==> src/rtl/alu_io_pkg.sv <==
// Shared types and constants for the ALU operand loader.
package alu_io_pkg;

   typedef enum logic [1:0] {
      S_A  = 2'd0,
      S_B  = 2'd1,
      S_OP = 2'd2,
      S_V  = 2'd3
   } loader_state_t;

   // Short debounce window so simulation stays fast.
   localparam int unsigned DEB_CYCLES_SIM = 4;

endpackage

==> src/rtl/btn_debounce.sv <==
// Button conditioner: 2-flop synchronizer, stability counter and rising-edge pulse.
module btn_debounce #(
   parameter int unsigned DEB_CYCLES = 50000
) (
   input  logic clk,
   input  logic rst,
   input  logic raw,
   output logic level,
   output logic rise_p
);

   localparam int unsigned CW = (DEB_CYCLES > 2) ? $clog2(DEB_CYCLES) : 1;

   logic [1:0]    sync_q;
   logic [CW-1:0] cnt_q;
   logic          level_q;
   logic          rise_q;

   // The counter restarts whenever the synchronized input agrees with the level again.
   always_ff @(posedge clk or negedge rst) begin
      if (!rst) begin
         sync_q  <= '0;
         cnt_q   <= '0;
         level_q <= 1'b0;
         rise_q  <= 1'b0;
      end else begin
         sync_q <= {sync_q[0], raw};
         rise_q <= 1'b0;
         if (sync_q[1] != level_q) begin
            if (cnt_q == CW'(DEB_CYCLES - 1)) begin
               level_q <= sync_q[1];
               rise_q  <= sync_q[1];
               cnt_q   <= '0;
            end else begin
               cnt_q <= cnt_q + 1'b1;
            end
         end else begin
            cnt_q <= '0;
         end
      end
   end

   assign level  = level_q;
   assign rise_p = rise_q;

endmodule

==> src/rtl/alu_operand_loader.sv <==
// Sequentially loads A, B and opcode from switches and holds them for the ALU until acked.
module alu_operand_loader
   import alu_io_pkg::*;
#(
   parameter int unsigned N          = 4,
   parameter int unsigned OPW        = 4,
   parameter int unsigned DEB_CYCLES = 50000
) (
   input  logic           clk,
   input  logic           rst,
   input  logic [N-1:0]   sw,
   input  logic [OPW-1:0] op_sw,
   input  logic           btn_load,
   input  logic           btn_clear,
   output logic [N-1:0]   a_out,
   output logic [N-1:0]   b_out,
   output logic [OPW-1:0] op_out,
   output logic           operands_valid,
   input  logic           consumer_ack,
   output logic [1:0]     stage
);

   logic [N-1:0]   sw_s1, sw_sync;
   logic [OPW-1:0] op_s1, op_sw_sync;
   logic           ld_p, clr_p;
   logic           load_level, clear_level;
   logic           unused_levels;

   loader_state_t  state;
   logic [N-1:0]   a_q, b_q;
   logic [OPW-1:0] op_q;
   logic           valid_q;

   always_ff @(posedge clk or negedge rst) begin
      if (!rst) begin
         sw_s1      <= '0;
         sw_sync    <= '0;
         op_s1      <= '0;
         op_sw_sync <= '0;
      end else begin
         sw_s1      <= sw;
         sw_sync    <= sw_s1;
         op_s1      <= op_sw;
         op_sw_sync <= op_s1;
      end
   end

   btn_debounce #(
      .DEB_CYCLES (DEB_CYCLES)
   ) u_load_deb (
      .clk    (clk),
      .rst    (rst),
      .raw    (btn_load),
      .level  (load_level),
      .rise_p (ld_p)
   );

   btn_debounce #(
      .DEB_CYCLES (DEB_CYCLES)
   ) u_clear_deb (
      .clk    (clk),
      .rst    (rst),
      .raw    (btn_clear),
      .level  (clear_level),
      .rise_p (clr_p)
   );

   // Only the edge pulses drive the FSM; the held levels are not needed here.
   assign unused_levels = load_level ^ clear_level;

   // Clear outranks both load and ack; the bundle is frozen while in S_V.
   always_ff @(posedge clk or negedge rst) begin
      if (!rst) begin
         state   <= S_A;
         a_q     <= '0;
         b_q     <= '0;
         op_q    <= '0;
         valid_q <= 1'b0;
      end else if (clr_p) begin
         state   <= S_A;
         a_q     <= '0;
         b_q     <= '0;
         op_q    <= '0;
         valid_q <= 1'b0;
      end else begin
         unique case (state)
            S_A: begin
               if (ld_p) begin
                  a_q   <= sw_sync;
                  state <= S_B;
               end
            end
            S_B: begin
               if (ld_p) begin
                  b_q   <= sw_sync;
                  state <= S_OP;
               end
            end
            S_OP: begin
               if (ld_p) begin
                  op_q    <= op_sw_sync;
                  valid_q <= 1'b1;
                  state   <= S_V;
               end
            end
            S_V: begin
               if (consumer_ack) begin
                  valid_q <= 1'b0;
                  state   <= S_A;
               end
            end
            default: state <= S_A;
         endcase
      end
   end

   assign a_out          = a_q;
   assign b_out          = b_q;
   assign op_out         = op_q;
   assign operands_valid = valid_q;
   assign stage          = state;

endmodule
==> config.mk <==
export PLATFORM = sky130hd
export DESIGN_NAME = alu_operand_loader
export DESIGN_NICKNAME = d
export VERILOG_FILES = /design/src/rtl/alu_io_pkg.sv /design/src/rtl/btn_debounce.sv /design/src/rtl/alu_operand_loader.sv
export SDC_FILE = /design/constraint.sdc
export NUM_CORES = 1
export LEC_CHECK = 0
export ABC_AREA = 1
export BUFFER_PORTS_ARGS = -buffer_cell sky130_fd_sc_hd__buf_2
export CORE_UTILIZATION = 53
export DETAILED_ROUTE_END_ITERATION = 10
export PLACE_DENSITY = 0.76
export SLEW_MARGIN = 5
export SYNTH_ARGS = -nofsm -noshare
export SYNTH_HDL_FRONTEND = slang
export SYNTH_SLANG_ARGS = --single-unit
export TNS_END_PERCENT = 20
==> constraint.sdc <==
create_clock -name clk -period 1.32 [get_ports clk]
set_clock_uncertainty 0.05 [all_clocks]
set_input_delay 0.198 -clock clk [delete_from_list [all_inputs] [get_ports clk]]
set_output_delay 0.198 -clock clk [all_outputs]
set_load 0.005 [all_outputs]
# Yosys cells after proc, flatten, opt, wreduce, memory -nomap -nowiden
# Cells that the tools add are included.
[classes]
n_eq_ne = 11
mul = 0
shift = 0
n_div = 0
add_sub_neg = 2
n_lt_le_gt_ge = 0
n_bitwise = 0
n_mux = 26
n_reduce_logical = 13
[op_table]
columns = ["cell", "count"]
rows = [
  ["$mux 16", 4],
  ["$add 16x1->16 const B", 2],
  ["$eq 16x16->1 const B", 2],
  ["$mux 4", 8],
  ["$mux 2", 5],
  ["$reduce_and 2->1", 5],
  ["$ne 3x1->1 const B", 3],
  ["$pmux 2 s4", 1],
  ["$reduce_bool 2->1", 4],
  ["$mux 1", 7],
  ["$eq 2x2->1 const B", 2],
  ["$reduce_and 4->1", 1],
  ["$ne 3x2->1 const B", 1],
  ["$reduce_and 3->1", 1],
  ["$reduce_bool 3->1", 1],
  ["$eq 2x1->1 const B", 1],
  ["$logic_not 2->1", 1],
  ["$ne 1x1->1", 2],
  ["$pmux 1 s2", 1],
]
[totals]
ramBits = 0
memories = 0
regBits = 71
input_bits = 13
latch_bits = 0
mem_bits_ro = 0

# Longest topological paths before layout
[logic_depth]
depth_word = 3
ltp_mapped = 8
depth_no_buf = 8

# Hierarchy
# From an unflattened synthesis, not the netlist that was laid out.
[hier_totals]
cells_unflattened = 371
area_unflattened_um2 = 3236.9
[by_module_without_submodules]
columns = ["mod", "n_inst", "area_each_um2", "cells_per_inst"]
rows = [
  ["btn_debounce", 2, 1026.0, 128],
  ["alu_operand_loader", 1, 1184.9, 115],
]

# Worst setup path after synthesis
# OpenSTA, ideal clock, no wires.
[synth_timing]
path_type = "register -> register"
from = "register state[0], in the netlist stage[0]"
to = "register a_q[0], in the netlist a_out[0]"
slack_ns = -0.026
path_stages_with_launch = 6
t_arrival_ns = 1.171
period_less_slack_ns = 1.346
path_buffers = 0
path_cell_list = "dfrtp_1 inv_1 ha_1 nand2_1 nand2_1 mux2_2"
[synth_between]
elab_chain_cells = 3
[synth_lines]
columns = ["item", "line", "text"]
rows = [
  ["start: declaration", "alu_operand_loader.sv:29", "loader_state_t state;"],
  ["start signal: assignment", "alu_operand_loader.sv:74", "state <= S_A;"],
  ["start signal: assignment", "alu_operand_loader.sv:80", "state <= S_A;"],
  ["start signal: assignment", "alu_operand_loader.sv:90", "state <= S_B;"],
  ["$logic_not 2->1", "alu_operand_loader.sv:86", "unique case (state)"],
  ["$reduce_bool 2->1 (no source line)", "-", ""],
  ["$reduce_and 2->1 (no source line)", "-", ""],
  ["end signal: assignment", "alu_operand_loader.sv:89", "a_q <= sw_sync;"],
  ["end: declaration", "alu_operand_loader.sv:30", "logic [N-1:0] a_q, b_q;"],
]
# Every way passes these cells.
# A chain may end at the register's enable or synchronous reset.

# Worst setup path after layout
[layout_timing]
from = "register state[0], in the netlist stage[0]"
to = "register a_q[1], in the netlist a_out[1]"
# Same word-level chain as after synthesis.

==> flow_metrics.tcl <==
set metrics [dict create \
    end_kind "register" \
    core_area_sq_um 5642 \
    antenna_found_initial 0 \
    nets 450 \
    clk_latency_ns 0.34 \
    cts-root-buf "clkbuf_8" \
    grt_usage 0.2353 \
    rows 27 \
    vias 2591 \
    fin_area_sq_um 4305 \
    synth-edff-count 0 \
    worstPathRequired_ns 1.50 \
    wl_per_cell_um 14.02 \
    hold_class "in -> async" \
    r2r-start "stage[0]" \
    fin_crit_sh 1.029 \
    dpl-instance-area_sq_um 3630 \
    dominantRegCellSynth "dfrtp_1" \
    synth_cells 345 \
    setup_tns_ns -0.2290 \
    die_w_um 79.36 \
    ys_seq_area_frac 0.5602 \
    die_h_um 79.36 \
    reg2reg_setup_slack_ns -0.04 \
    routed_wl_um 7108 \
    drtIter0Drc 167 \
    grt_pass1_wl_um 11160 \
    fin_ws_ns -0.03782 \
    final_common_cell "dfrtp_1" \
    drc 0 \
    portBuffers 27 \
    crit_type "reg -> reg" \
    synth_area_sq_um 3172 \
    h-tree-depth 3 \
    tightest_slew_ns 0.4212 \
    io-pin-count 28 \
    grt_max_degree 32 \
    async_flop_share 1.000 \
    hpwlAfterDp_um 4662 \
    start_util 0.5622 \
    start_kind "register" \
    slew_viol_final 0 \
    p_leak_uw 0.002114 \
    avgSynthCellArea_sq_um 9.194 \
    final_antenna_net_count 0 \
    die_area_sq_um 6298 \
    setup-violations-final 10 \
    grt-ovfl-total 0 \
    cts_sinks 71 \
    firstDrtPassIters 4 \
    cts_tree "done" \
    period_minus_slack_ns 1.358 \
    synth-seq-cells 71 \
    grt_pass1_vias 2503 \
    num_antenna_cells 0 \
    final_cell_mix "68 x dfrtp_1, 59 x nor2_1, 52 x nand2_1" \
    drive_gt1_frac 0.3287 \
    max-clock-path-buffers 2 \
    cts_buffers 9 \
    ff2ff_path_depth 5 \
    drv_cap 0 \
    violations "setup timing" \
    area_growth_pct 35.74 \
    synth_nets 365 \
    synth_cell_types 25 \
    relSlewSlack 0.7192 \
    rr_endpoint "a_out[1]" \
    ys_warn_count 0 \
    ir_drop_mv 0.6057 \
    finalHoldViolations 0 \
    worstPathMaxFanout 4 \
    clock.fmax_mhz 736.5 \
    arrival_ns 1.54 \
    gp_congestion 0.9449 \
    power_density_nw_per_um2 1015 \
    status "complete, but fails checks" \
    grt_setup_unrepaired "yes" \
    cts.clk_slew.worst_paths_ns 0.08 \
    via_per_inst 5.110 \
]
==> worst max-delay path, cell delays in order (launching register included) <==
cell,delay (ns)
dfrtp_2,0.46
inv_4,0.10
ha_4,0.14
nand2_2,0.06
nand2_4,0.11
mux2_4,0.32
==> timing repair <==
action,in CTS,in global routing
gates resized for setup,33,46
cloned,0,0
hold buffers,11,0
endpoints found under the hold margin,24,0
endpoints found under the setup margin,25,47
pin swaps,7,15
setup buffers,1,8
==> cell type report <==
class | instances | area (sq um)
flip-flops and latches | 71 | 1780
multi-input cells | 232 | 1481
fillers | 335 | 1336
repair buffers | 75 | 569.3
well taps | 72 | 90.09
clock buffers | 11 | 141.4
inverters | 41 | 161.4
clock inverters | 5 | 81.33
==> synth_stat cells, types with 2 or more instances <==
cell type / instances / area share
nor2_2: 2 / 0.0039
o21ai_0: 8 / 0.013
nand2_1: 63 / 0.075
ha_1: 7 / 0.028
dfrtp_1: 71 / 0.56
xor2_2: 2 / 0.010
xor2_1: 9 / 0.025
mux2_2: 8 / 0.028
inv_1: 40 / 0.047
a31oi_1: 3 / 0.0059
o21bai_1: 3 / 0.0071
nand3_2: 3 / 0.0095
a21oi_1: 4 / 0.0063
nand4_1: 8 / 0.016
nor2_1: 71 / 0.084
xnor2_1: 5 / 0.014
nand2_2: 3 / 0.0059
nand3_1: 28 / 0.044
==> worst max-delay path by stage <==
| stage | from | to | slack, ns | cells past startpoint |
|---|---|---|---|---|
| 2_1_floorplan | stage[1] | b_out[0] | -0.02 | 5 |
| 3_3_place_gp | stage[0] | a_out[3] | -0.04 | 5 |
| 3_5_place_dp | stage[1] | b_out[1] | -0.08 | 5 |
| 4_1_cts | stage[1] | b_out[1] | -0.03 | 5 |
| 5_1_grt | u_load_deb.cnt_q[1] | u_load_deb.cnt_q[9] | -0.09 | 7 |
| 6_report | stage[0] | a_out[1] | -0.04 | 5 |
==> sequential cells by signal, indices dropped and copies added, names as in the netlist, 2 cells and up <==
signal and cells:
b_out 4, op_s1 4, u_clear_deb.cnt_q 16, u_clear_deb.sync_q 2, op_sw_sync 4, u_load_deb.cnt_q 16
sw_s1 4, sw_sync 4, u_load_deb.sync_q 2, op_out 4, stage 2, a_out 4
==> metal layers <==
| metal | global-route usage | routed length [um] | vias up | share of wire |
|---|---|---|---|---|
| met5 | 0 | 0 | - | 0 |
| met4 | 0.1164 | 208 | 0 | 0.029 |
| met3 | 0.05057 | 270 | 21 | 0.038 |
| met2 | 0.3784 | 3523 | 70 | 0.50 |
| met1 | 0.3005 | 3105 | 1237 | 0.44 |
| li1 | - | - | 1263 | - |
==> metrics by stage <==
step	util	total power [uW]	hold WS [ns]	instances	setup WS, ns
global placement	0.6434	2448	0.09892	471	-0.03510
floorplan	-	2338	-0.1476	345	-0.01583
finish	0.7631	4371	0.2690	507	-0.03782
CTS	0.7201	4397	0.2280	499	-0.02761
detailed placement	0.6434	2455	0.1060	471	-0.07767
global route	0.7631	4529	0.3056	507	-0.08790
==> kinds of logic (layout without fill, tap and decap cells) <==
group,Yosys count,after routing,synth area share
AOI/OAI and AO/OA,19,19,0.03432
xor gates and xnor gates,16,16,0.04892
adders and majority gates,7,7,0.02761
buffers and inverters,42,132,0.05009
DFF,71,71,0.5602
muxes,8,8,0.02840
and+or+nand+nor,182,182,0.2505
==> where the power goes <==
group | total [uW] | internal [uW] | switching [uW]
clock network | 1920 | 1120 | 803
logic | 205 | 94.4 | 110
registers | 2250 | 2220 | 27.3
total | 4370 | 3430 | 941
(Power assumes the default switching activity.)
